`src/rtl/alu_control_unit.sv`:
```
// alu_control_unit
// Sequencing controller for the 8-bit arithmetic datapath. It loads the
// operands into Q and M, then steers control lines c0..c7 through one adder
// pass (add/sub), eight radix-2 Booth iterations (mul) or eight restoring
// iterations (div). The division quotient is accumulated here, one bit per
// D_TEST cycle, MSB first.
module alu_control_unit (
    input  logic       i_clk,
    input  logic       i_rst,
    input  logic       i_start,
    input  logic [1:0] i_op,
    input  logic       i_cnt_done,
    input  logic       i_q0,
    input  logic       i_qm1,
    input  logic       i_a7,
    output logic [1:0] o_op_q,
    output logic       o_in_sel,
    output logic       o_dp_clr,
    output logic       o_c0,
    output logic       o_c1,
    output logic       o_c2,
    output logic       o_c3,
    output logic       o_c4,
    output logic       o_c5,
    output logic       o_c6,
    output logic       o_c7,
    output logic       o_busy,
    output logic       o_done,
    output logic [7:0] o_quotient
);

    localparam logic [1:0] OP_ADD = 2'b00;
    localparam logic [1:0] OP_SUB = 2'b01;
    localparam logic [1:0] OP_MUL = 2'b10;
    localparam logic [1:0] OP_DIV = 2'b11;

    typedef enum logic [3:0] {
        S_IDLE    = 4'd0,
        S_LOAD_X  = 4'd1,
        S_LOAD_Y  = 4'd2,
        S_M_EVAL  = 4'd3,
        S_M_SHIFT = 4'd4,
        S_D_SHIFT = 4'd5,
        S_D_SUB   = 4'd6,
        S_D_TEST  = 4'd7,
        S_DONE    = 4'd8
    } state_t;

    state_t     r_state;
    state_t     w_state_nx;
    logic [1:0] r_op_q;
    logic       r_last;
    logic [7:0] r_quotient;

    assign o_op_q     = r_op_q;
    assign o_quotient = r_quotient;

    // State register and captured operation code.
    always_ff @(posedge i_clk or posedge i_rst) begin
        if (i_rst) begin
            r_state <= S_IDLE;
            r_op_q  <= 2'b00;
        end else begin
            r_state <= w_state_nx;
            if (r_state == S_IDLE && i_start) begin
                r_op_q <= i_op;
            end
        end
    end

    // Division bookkeeping: last-iteration flag and MSB-first quotient.
    // A negative trial difference (a7=1) means the subtract is undone and the
    // quotient bit is 0; otherwise the bit is 1.
    always_ff @(posedge i_clk or posedge i_rst) begin
        if (i_rst) begin
            r_last     <= 1'b0;
            r_quotient <= 8'h00;
        end else begin
            if (r_state == S_D_SHIFT) begin
                r_last <= i_cnt_done;
            end
            if (r_state == S_LOAD_X && r_op_q == OP_DIV) begin
                r_quotient <= 8'h00;
            end else if (r_state == S_D_TEST) begin
                r_quotient <= {r_quotient[6:0], ~i_a7};
            end
        end
    end

    // Next-state and control-line decode; M_EVAL, M_SHIFT and D_TEST also
    // look at the live datapath status.
    always_comb begin
        w_state_nx = r_state;
        o_in_sel   = 1'b0;
        o_dp_clr   = 1'b0;
        o_c0       = 1'b0;
        o_c1       = 1'b0;
        o_c2       = 1'b0;
        o_c3       = 1'b0;
        o_c4       = 1'b0;
        o_c5       = 1'b0;
        o_c6       = 1'b0;
        o_c7       = 1'b0;
        o_busy     = (r_state != S_IDLE);
        o_done     = 1'b0;
        case (r_state)
            S_IDLE: begin
                if (i_start) begin
                    w_state_nx = S_LOAD_X;
                end else begin
                    w_state_nx = S_IDLE;
                end
            end
            S_LOAD_X: begin
                o_c0       = 1'b1;
                o_dp_clr   = 1'b1;
                w_state_nx = S_LOAD_Y;
            end
            S_LOAD_Y: begin
                o_c1     = 1'b1;
                o_in_sel = 1'b1;
                case (r_op_q)
                    OP_ADD:  w_state_nx = S_DONE;
                    OP_SUB:  w_state_nx = S_DONE;
                    OP_MUL:  w_state_nx = S_M_EVAL;
                    default: w_state_nx = S_D_SHIFT;
                endcase
            end
            S_M_EVAL: begin
                case ({i_q0, i_qm1})
                    2'b01: begin
                        o_c2 = 1'b1;
                        o_c3 = 1'b0;
                    end
                    2'b10: begin
                        o_c2 = 1'b1;
                        o_c3 = 1'b1;
                    end
                    default: begin
                        o_c2 = 1'b0;
                        o_c3 = 1'b0;
                    end
                endcase
                w_state_nx = S_M_SHIFT;
            end
            S_M_SHIFT: begin
                o_c4 = 1'b1;
                o_c5 = 1'b1;
                o_c6 = i_a7;
                if (i_cnt_done) begin
                    w_state_nx = S_DONE;
                end else begin
                    w_state_nx = S_M_EVAL;
                end
            end
            S_D_SHIFT: begin
                o_c4       = 1'b1;
                o_c5       = 1'b1;
                o_c6       = 1'b0;
                w_state_nx = S_D_SUB;
            end
            S_D_SUB: begin
                o_c2       = 1'b1;
                o_c3       = 1'b1;
                w_state_nx = S_D_TEST;
            end
            S_D_TEST: begin
                if (i_a7) begin
                    o_c2 = 1'b1;
                    o_c3 = 1'b0;
                end else begin
                    o_c2 = 1'b0;
                    o_c3 = 1'b0;
                end
                if (r_last) begin
                    w_state_nx = S_DONE;
                end else begin
                    w_state_nx = S_D_SHIFT;
                end
            end
            S_DONE: begin
                o_done     = 1'b1;
                o_c7       = r_op_q[1];
                w_state_nx = S_IDLE;
            end
            default: begin
                w_state_nx = S_IDLE;
            end
        endcase
    end

endmodule

```
`config.mk`:
```
export PLATFORM = sky130hd
export DESIGN_NAME = alu_control_unit
export DESIGN_NICKNAME = d
export VERILOG_FILES = /design/src/rtl/alu_control_unit.sv
export SDC_FILE = /design/constraint.sdc
export NUM_CORES = 1
export LEC_CHECK = 0
export ABC_AREA = 1
export CAP_MARGIN = 15
export CORE_ASPECT_RATIO = 1.25
export CORE_UTILIZATION = 46
export CTS_BUF_LIST = sky130_fd_sc_hd__clkbuf_16
export CTS_CLUSTER_DIAMETER = 30
export DETAILED_ROUTE_END_ITERATION = 8
export GPL_TIMING_DRIVEN = 0
export PLACE_DENSITY = 0.81
export SYNTH_ARGS = -nofsm -noshare
export SYNTH_HDL_FRONTEND = slang
export SYNTH_SLANG_ARGS = --single-unit
```
`constraint.sdc`:
```
create_clock -name i_clk -period 3.4 [get_ports i_clk]
set_clock_uncertainty 0.1 [all_clocks]
set_input_delay 0.34 -clock i_clk [delete_from_list [all_inputs] [get_ports i_clk]]
set_output_delay 0.34 -clock i_clk [all_outputs]
set_load 0.005 [all_outputs]
```
**Word-level counts from Yosys, hierarchy flattened**

Cells that the tools add are included.

- Register bits: 15

- Equal/unequal tests: 13
- Mux-type cells: 18
- Bitwise operators: 1
- Reduce and logical (&&, ||, !) cells: 9

Operators by type and width:

| operator | number |
|---|---|
| 4-bit case mux with 8 select lines | 1 |
| 4-bit by 3-bit == test with 1-bit output (second input constant) | 4 |
| 8-bit 2-to-1 mux | 2 |
| 1-bit 2-to-1 mux | 10 |
| 4-bit by 2-bit == test with 1-bit output (second input constant) | 2 |
| 4-bit 2-to-1 mux | 2 |
| 4-bit case mux with 2 select lines | 1 |
| 2-bit == test (second input constant) | 3 |
| 2-bit OR reduction | 3 |
| 2-bit by 1-bit == test with 1-bit output (second input constant) | 2 |
| 4-bit by 1-bit == test with 1-bit output (second input constant) | 1 |
| 4-bit == test (second input constant) | 1 |
| 4-bit logical NOT | 1 |
| 4-bit nonzero test | 1 |
| 1-bit case mux with 3 select lines | 1 |
| 1-bit logical AND | 2 |
| 2-bit logical NOT | 1 |
| 1-bit case mux with 2 select lines | 1 |
| 2-bit nonzero test | 1 |
| 1-bit NOT | 1 |

**Longest topological paths before layout**

Gate-level depths: netlist (run 1).

- Depth in word-level cells: 4
- Depth in mapped cells: 6
- Mapped depth without buffers: 6

**Worst setup path before layout (run 1)**

Ideal clock, no wire load.

- Kind: reg2out
- Start point: register r_state[3]
- End point: output o_c2
- Data arrival time: 0.937 ns
- Data required time: 2.960 ns
- Path slack: 2.023 ns
- Stages on the path, launching flop included: 6
- Buffers on the path: 0
- Path through: dfrtp_1 > inv_2 > nand2_4 > nor2_4 > nand2_1 > o211ai_1

- Cells in the longest elaborated chain, start to end: 2
- Elaborated cells on any way between the ends: 4
- Those cells by class: 3 x eq/ne; 1 x mux

RTL lines:

| element | line | RTL |
|---|---|---|
| from (decl) | 49 | `state_t r_state;` |
| from (signal assigned) | 64 | `r_state <= w_state_nx;` |
| 4-bit by 3-bit == test with 1-bit output / 4-bit by 2-bit == test with 1-bit output (equally long branches) | 106 | `case (r_state)` |
| 1-bit case mux with 3 select lines (*) | 106 |  |
| to (decl) | 21 | `output logic o_c2,` |

Mark *: on every way between the ends. The rest lies on a longest branch, timed or not.

**Worst setup path after layout (run 1)**

Same ends and word-level chain as after synthesis.

==> impl_metrics.py, run 1 <==
metrics = {
    "outcome": {
        "outcome": "complete, no violations",
    },
    "critical_path": {
        "crit_path_max_fanout": 10,
        "cp.arrival_ns": 1.85,
        "crit_path_end_kind": "primary output",
        "ff2ff_setup_slack_ns": 2.02,
        "cp-start-kind": "register",
        "crit_required_ns": 2.96,
        "r2r-start": "r_state[3]$_DFF_PP0_",
        "path_class": "register to primary output",
        "r2r_cells": 4,
        "r2r-end": "o_quotient[0]$_DFFE_PP0P_",
    },
    "clocking": {
        "cts_tree": "built",
        "clk_latency_ns": 0.25,
        "post_cts_buffers": 0,
        "cts-htree-levels": 1,
        "cts_buffers": 3,
        "ctsHoldBuffers": 0,
        "clock_sinks": 15,
        "path_clk_slew_ns": 0.05,
        "cts_buffer_depth": 2,
        "cts-root-buf": "clkbuf_16",
        "cts.repair.resized": 0,
    },
    "sta": {
        "setup_viol": 0,
        "setup_slack_ns": 1.11,
        "slew_violations": 0,
        "period_minus_slack_ns": 2.29,
        "hold_viol_final": 0,
        "rsz0062_at_grt": "no",
        "worst_slew_pin_slew_ns": 0.561,
        "setup_tns_ns": 0,
        "slew_headroom_pct": 62.6,
        "fmax_ghz": 0.438,
        "period_share_pct": 67.2,
        "worst_hold_slack_ns": 0.347,
    },
    "power": {
        "power_mw": 0.945,
        "powerDensity_nw_per_um2": 774,
        "leakage_nw": 0.583,
        "peakVddDrop_v": 0.000506,
    },
    "placed_design": {
        "place_hpwl_um": 1370,
        "gp_congestion": 0.861,
        "io_buffer_count": 30,
        "place_ws_ns": 1.16,
        "dpl_cell_area_um2": 1140,
        "dp.cells": 155,
    },
    "floorplan": {
        "die_x_um": 39.7,
        "core_um2": 1620,
        "die_h_um": 49.2,
        "initial_core_util_pct": 50.5,
        "rows": 16,
        "die_area_um2": 1950,
        "ios": 31,
    },
    "grt": {
        "antenna_found_initial": 0,
        "grt_usage_pct": 23.6,
        "first_global_vias": 740,
        "grt_first_pass_wirelength_um": 3160,
        "grt_overflow": 0,
        "grt_max_degree": 16,
    },
    "cells_and_area": {
        "layout-area-overhead-vs-synth_pct": 49.2,
        "finalNonFillerCells": 159,
        "drive_gt1_share_pct": 11.3,
        "finalNetCount": 152,
        "antenna_cells": 0,
        "final_cell_mix": "33 x nand2_1, 30 x clkdlybuf4s50_1, 15 x dfrtp_1",
        "design_area_um2": 1220,
        "fin_util_pct": 75.3,
        "final_common_cell": "nand2_1",
    },
    "detailed_routing": {
        "vias_per_cell": 4.99,
        "vias": 794,
        "drtAntennaViolNets": 0,
        "wl_um": 1910,
        "first_iter_violations": 13,
        "wl_per_cell_um": 12.0,
        "remaining_drc_errors": 0,
        "drt_pass1_iterations": 4,
    },
    "hold_path": {
        "hold_path.class": "input port to async pin",
    },
    "synth": {
        "synth_cell_types": 19,
        "ys_ff_latch": 15,
        "synth.cell_area_um2": 818,
        "ys_async_sr_fraction_pct": 100,
        "ys.flop_type": "dfrtp_1",
        "syn_avg_cell_area_um2": 7.65,
        "synth_fp_nets": 117,
        "yosysWarnings": 0,
        "yosysSeqAreaShare_pct": 45.9,
        "synthCells": 107,
        "synth_edf_count": 0,
    },
    "flow_run": {
        "maxCapViolCount": 0,
    },
}
final cells by class:
cell class              instances  area [um2]
fillers                       126         400
flip-flops and latches         15         375
multi-input cells              74         364
repair buffers                 30         300
clock buffers                   3        75.1
inverters                      15        56.3
plain buffers                   3        22.5
well taps                      18        22.5
clock inverters                 1        5.00
critical path, cell delays in order (launching register included):
cell and delay (ns):
dfrtp_1 0.46, inv_2 0.12, nand2_4 0.06, nor2_4 0.21
nand2_1 0.13, o211ai_1 0.10, clkdlybuf4s50_1 0.52
cell usage after synthesis (3+ instances only):
master / number / share of area [%]
nor2_4: 3 / 4.1
buf_4: 3 / 2.8
o211ai_1: 3 / 2.8
inv_1: 13 / 6.0
nand3_1: 5 / 3.1
nor2_1: 9 / 4.1
nand2_1: 33 / 15
a21oi_1: 9 / 5.5
dfrtp_1: 15 / 46
flip-flops by register name, indices dropped and copies added, names as in the netlist:
register,flops
r_last,1
r_state,4
o_quotient,8
o_op_q,2
power breakdown:
part / switching [mW] / internal, mW / total (mW)
clock: 0.0704 / 0.157 / 0.227
sequential: 0.0608 / 0.228 / 0.289
combinational: 0.212 / 0.217 / 0.429
total: 0.343 / 0.603 / 0.945
how the worst max path moves through the flow:
| stage | from | to | slack, ns | depth (start not counted) |
|---|---|---|---|---|
| final | r_state[3]$_DFF_PP0_ | o_c2 | 1.11 | 6 |
| after global routing | r_state[3]$_DFF_PP0_ | o_c2 | 0.98 | 6 |
| after CTS | r_state[3]$_DFF_PP0_ | o_c2 | 1.10 | 6 |
| after detailed placement | i_qm1 | o_c2 | 1.16 | 5 |
| after global placement | i_qm1 | o_c2 | 1.18 | 5 |
| after floorplan | r_state[3]$_DFF_PP0_ | o_c2 | 2.02 | 5 |
per-layer routing:
metal	up-vias	GRT usage, %	wire length [um]
li1	405	-	-
met3	7	5.94	149
met4	0	8.62	42
met2	35	37.2	965
met5	-	0	0
met1	347	30.1	748
cell families (layout without fill, tap and decap cells):
group | count (synthesis) | after routing | share of synthesized area [%]
and+or+nand+nor | 58 | 58 | 32.9
buffers and inverters | 18 | 52 | 9.63
AOI/OAI and AO/OA | 15 | 15 | 10.1
DFF | 15 | 15 | 45.9
adders and majority gates | 1 | 1 | 1.53
Note: power is estimated with default switching activity, not from simulation.
==> run 2, diff against run 1 <==
CORE_UTILIZATION = 42   (was 46)
PLACE_DENSITY = 0.75   (was 0.81)
clock period = 2.3 ns   (was 3.4 ns; I/O delays follow)
==> run 2 against run 1 <==
  * First-iteration DRC count up 7.7%
  * Register-to-register slack worse by 1.1 ns
  * Sequential power up 48%
  * Combinational power is 45% higher
  * Final cell count rose by 0.63%
  * Count of clock-buffer cells in the layout unchanged
  * Setup slack got worse by 1.0 ns
  * Clock power up 45%
  * Hold slack lost 0.11 ns
  * Routed wire length is the same
  * Sequential share of layout area is the same
  * Core utilization down 7.8 points
  * Largest power group unchanged
==> impl_metrics.py, run 2 (synthesis results as in run 1) <==
metrics = {
    "clocking": {
        "cts-htree-levels": 1,
        "cts-root-buf": "clkbuf_16",
        "cts_tree": "built",
        "ctsHoldBuffers": 0,
        "cts_buffers": 3,
        "clock_sinks": 15,
        "post_cts_buffers": 0,
        "cts_buffer_depth": 2,
        "path_clk_slew_ns": 0.05,
        "cts.repair.resized": 0,
        "clk_latency_ns": 0.24,
    },
    "power": {
        "leakage_nw": 0.584,
        "peakVddDrop_v": 0.000944,
        "power_mw": 1.38,
        "powerDensity_nw_per_um2": 1130,
    },
    "sta": {
        "setup_viol": 0,
        "setup_slack_ns": 0.111,
        "worst_hold_slack_ns": 0.239,
        "hold_viol_final": 0,
        "worst_slew_pin_slew_ns": 0.565,
        "slew_headroom_pct": 62.3,
        "fmax_ghz": 0.457,
        "period_minus_slack_ns": 2.19,
        "period_share_pct": 95.2,
        "slew_violations": 0,
        "rsz0062_at_grt": "no",
        "setup_tns_ns": 0,
    },
    "critical_path": {
        "cp.arrival_ns": 1.86,
        "ff2ff_setup_slack_ns": 0.91,
        "crit_path_end_kind": "primary output",
        "crit_required_ns": 1.97,
        "crit_path_max_fanout": 10,
        "cp-start-kind": "register",
        "r2r-end": "o_quotient[0]$_DFFE_PP0P_",
        "r2r-start": "r_state[3]$_DFF_PP0_",
        "r2r_cells": 4,
        "path_class": "register to primary output",
    },
    "floorplan": {
        "core_um2": 1810,
        "ios": 31,
        "initial_core_util_pct": 45.3,
        "die_area_um2": 2130,
        "die_x_um": 41.5,
        "die_h_um": 51.4,
        "rows": 17,
    },
    "cells_and_area": {
        "layout-area-overhead-vs-synth_pct": 49.2,
        "finalNetCount": 152,
        "finalNonFillerCells": 160,
        "antenna_cells": 0,
        "drive_gt1_share_pct": 10.6,
        "design_area_um2": 1220,
        "final_cell_mix": "33 x nand2_1, 30 x clkdlybuf4s50_1, 15 x dfrtp_1",
        "final_common_cell": "nand2_1",
        "fin_util_pct": 67.5,
        "largest_register_ffs": 8,
    },
    "placed_design": {
        "place_hpwl_um": 1480,
        "gp_congestion": 0.849,
        "dpl_cell_area_um2": 1140,
        "io_buffer_count": 30,
        "place_ws_ns": 0.242,
        "dp.cells": 156,
    },
    "detailed_routing": {
        "m1WireLength_um": 827,
        "dr_wl_met2_um": 958,
        "wl_met3_um": 85,
        "wl_per_cell_um": 11.9,
        "first_iter_violations": 14,
        "routed.top_layer": "met4",
        "vias_per_cell": 5.21,
        "drt_pass1_iterations": 5,
        "remaining_drc_errors": 0,
        "drtAntennaViolNets": 0,
        "wl_um": 1910,
        "vias": 833,
    },
    "grt": {
        "antenna_found_initial": 0,
        "grt_max_degree": 16,
        "grt_overflow": 0,
        "grt_first_pass_wirelength_um": 3130,
        "grt_usage_pct": 19.9,
        "first_global_vias": 749,
    },
    "outcome": {
        "outcome": "complete, no violations",
    },
    "hold_path": {
        "hold_path.class": "input port to async pin",
    },
    "flow_run": {
        "maxCapViolCount": 0,
    },
}
-- run 2: per-layer routing --
layer	vias up	global-route usage, %
met4	0	10.2
met5	-	0
met2	29	33.9
met1	394	23.3
met3	5	4.24
li1	405	-
-- run 2: critical path, stage by stage, from the launching register on --
cell and delay, ns:
dfrtp_1 0.46, inv_2 0.12, nand2_4 0.06, nor2_4 0.22
nand2_1 0.12, o211ai_1 0.11, clkdlybuf4s50_1 0.53
-- run 2: worst max path at each step --
stage | startpoint | to | slack (ns) | cells past startpoint
floorplan | r_state[3]$_DFF_PP0_ | o_c2 | 1.03 | 5
global placement | i_qm1 | o_c2 | 0.29 | 5
detailed placement | i_qm1 | o_c2 | 0.24 | 5
CTS | r_state[3]$_DFF_PP0_ | o_c2 | 0.08 | 6
global route | r_state[3]$_DFF_PP0_ | o_c2 | 0.008 | 6
finish | r_state[3]$_DFF_PP0_ | o_c2 | 0.11 | 6
-- run 2: final cells by class --
cell class | instances | area [um2]
sequential | 15 | 375
clock inverter | 1 | 3.75
fill | 156 | 587
buffer | 3 | 22.5
tap | 19 | 23.8
inverter | 15 | 56.3
clock buffer | 3 | 75.1
multi-input combinational | 74 | 364
timing repair buffer | 30 | 300
-- run 2: power breakdown --
| group | switching, mW | total, mW | internal, mW |
|---|---|---|---|
| registers | 0.0902 | 0.428 | 0.338 |
| logic | 0.303 | 0.624 | 0.321 |
| clock network | 0.0996 | 0.329 | 0.230 |
==> run 3, diff against run 2 <==
ABC_CLOCK_PERIOD_IN_PS = 2300   (was unset)
==> results of run 3 <==
Same layout as run 2: the final DEF is identical, and so are final timing and power.
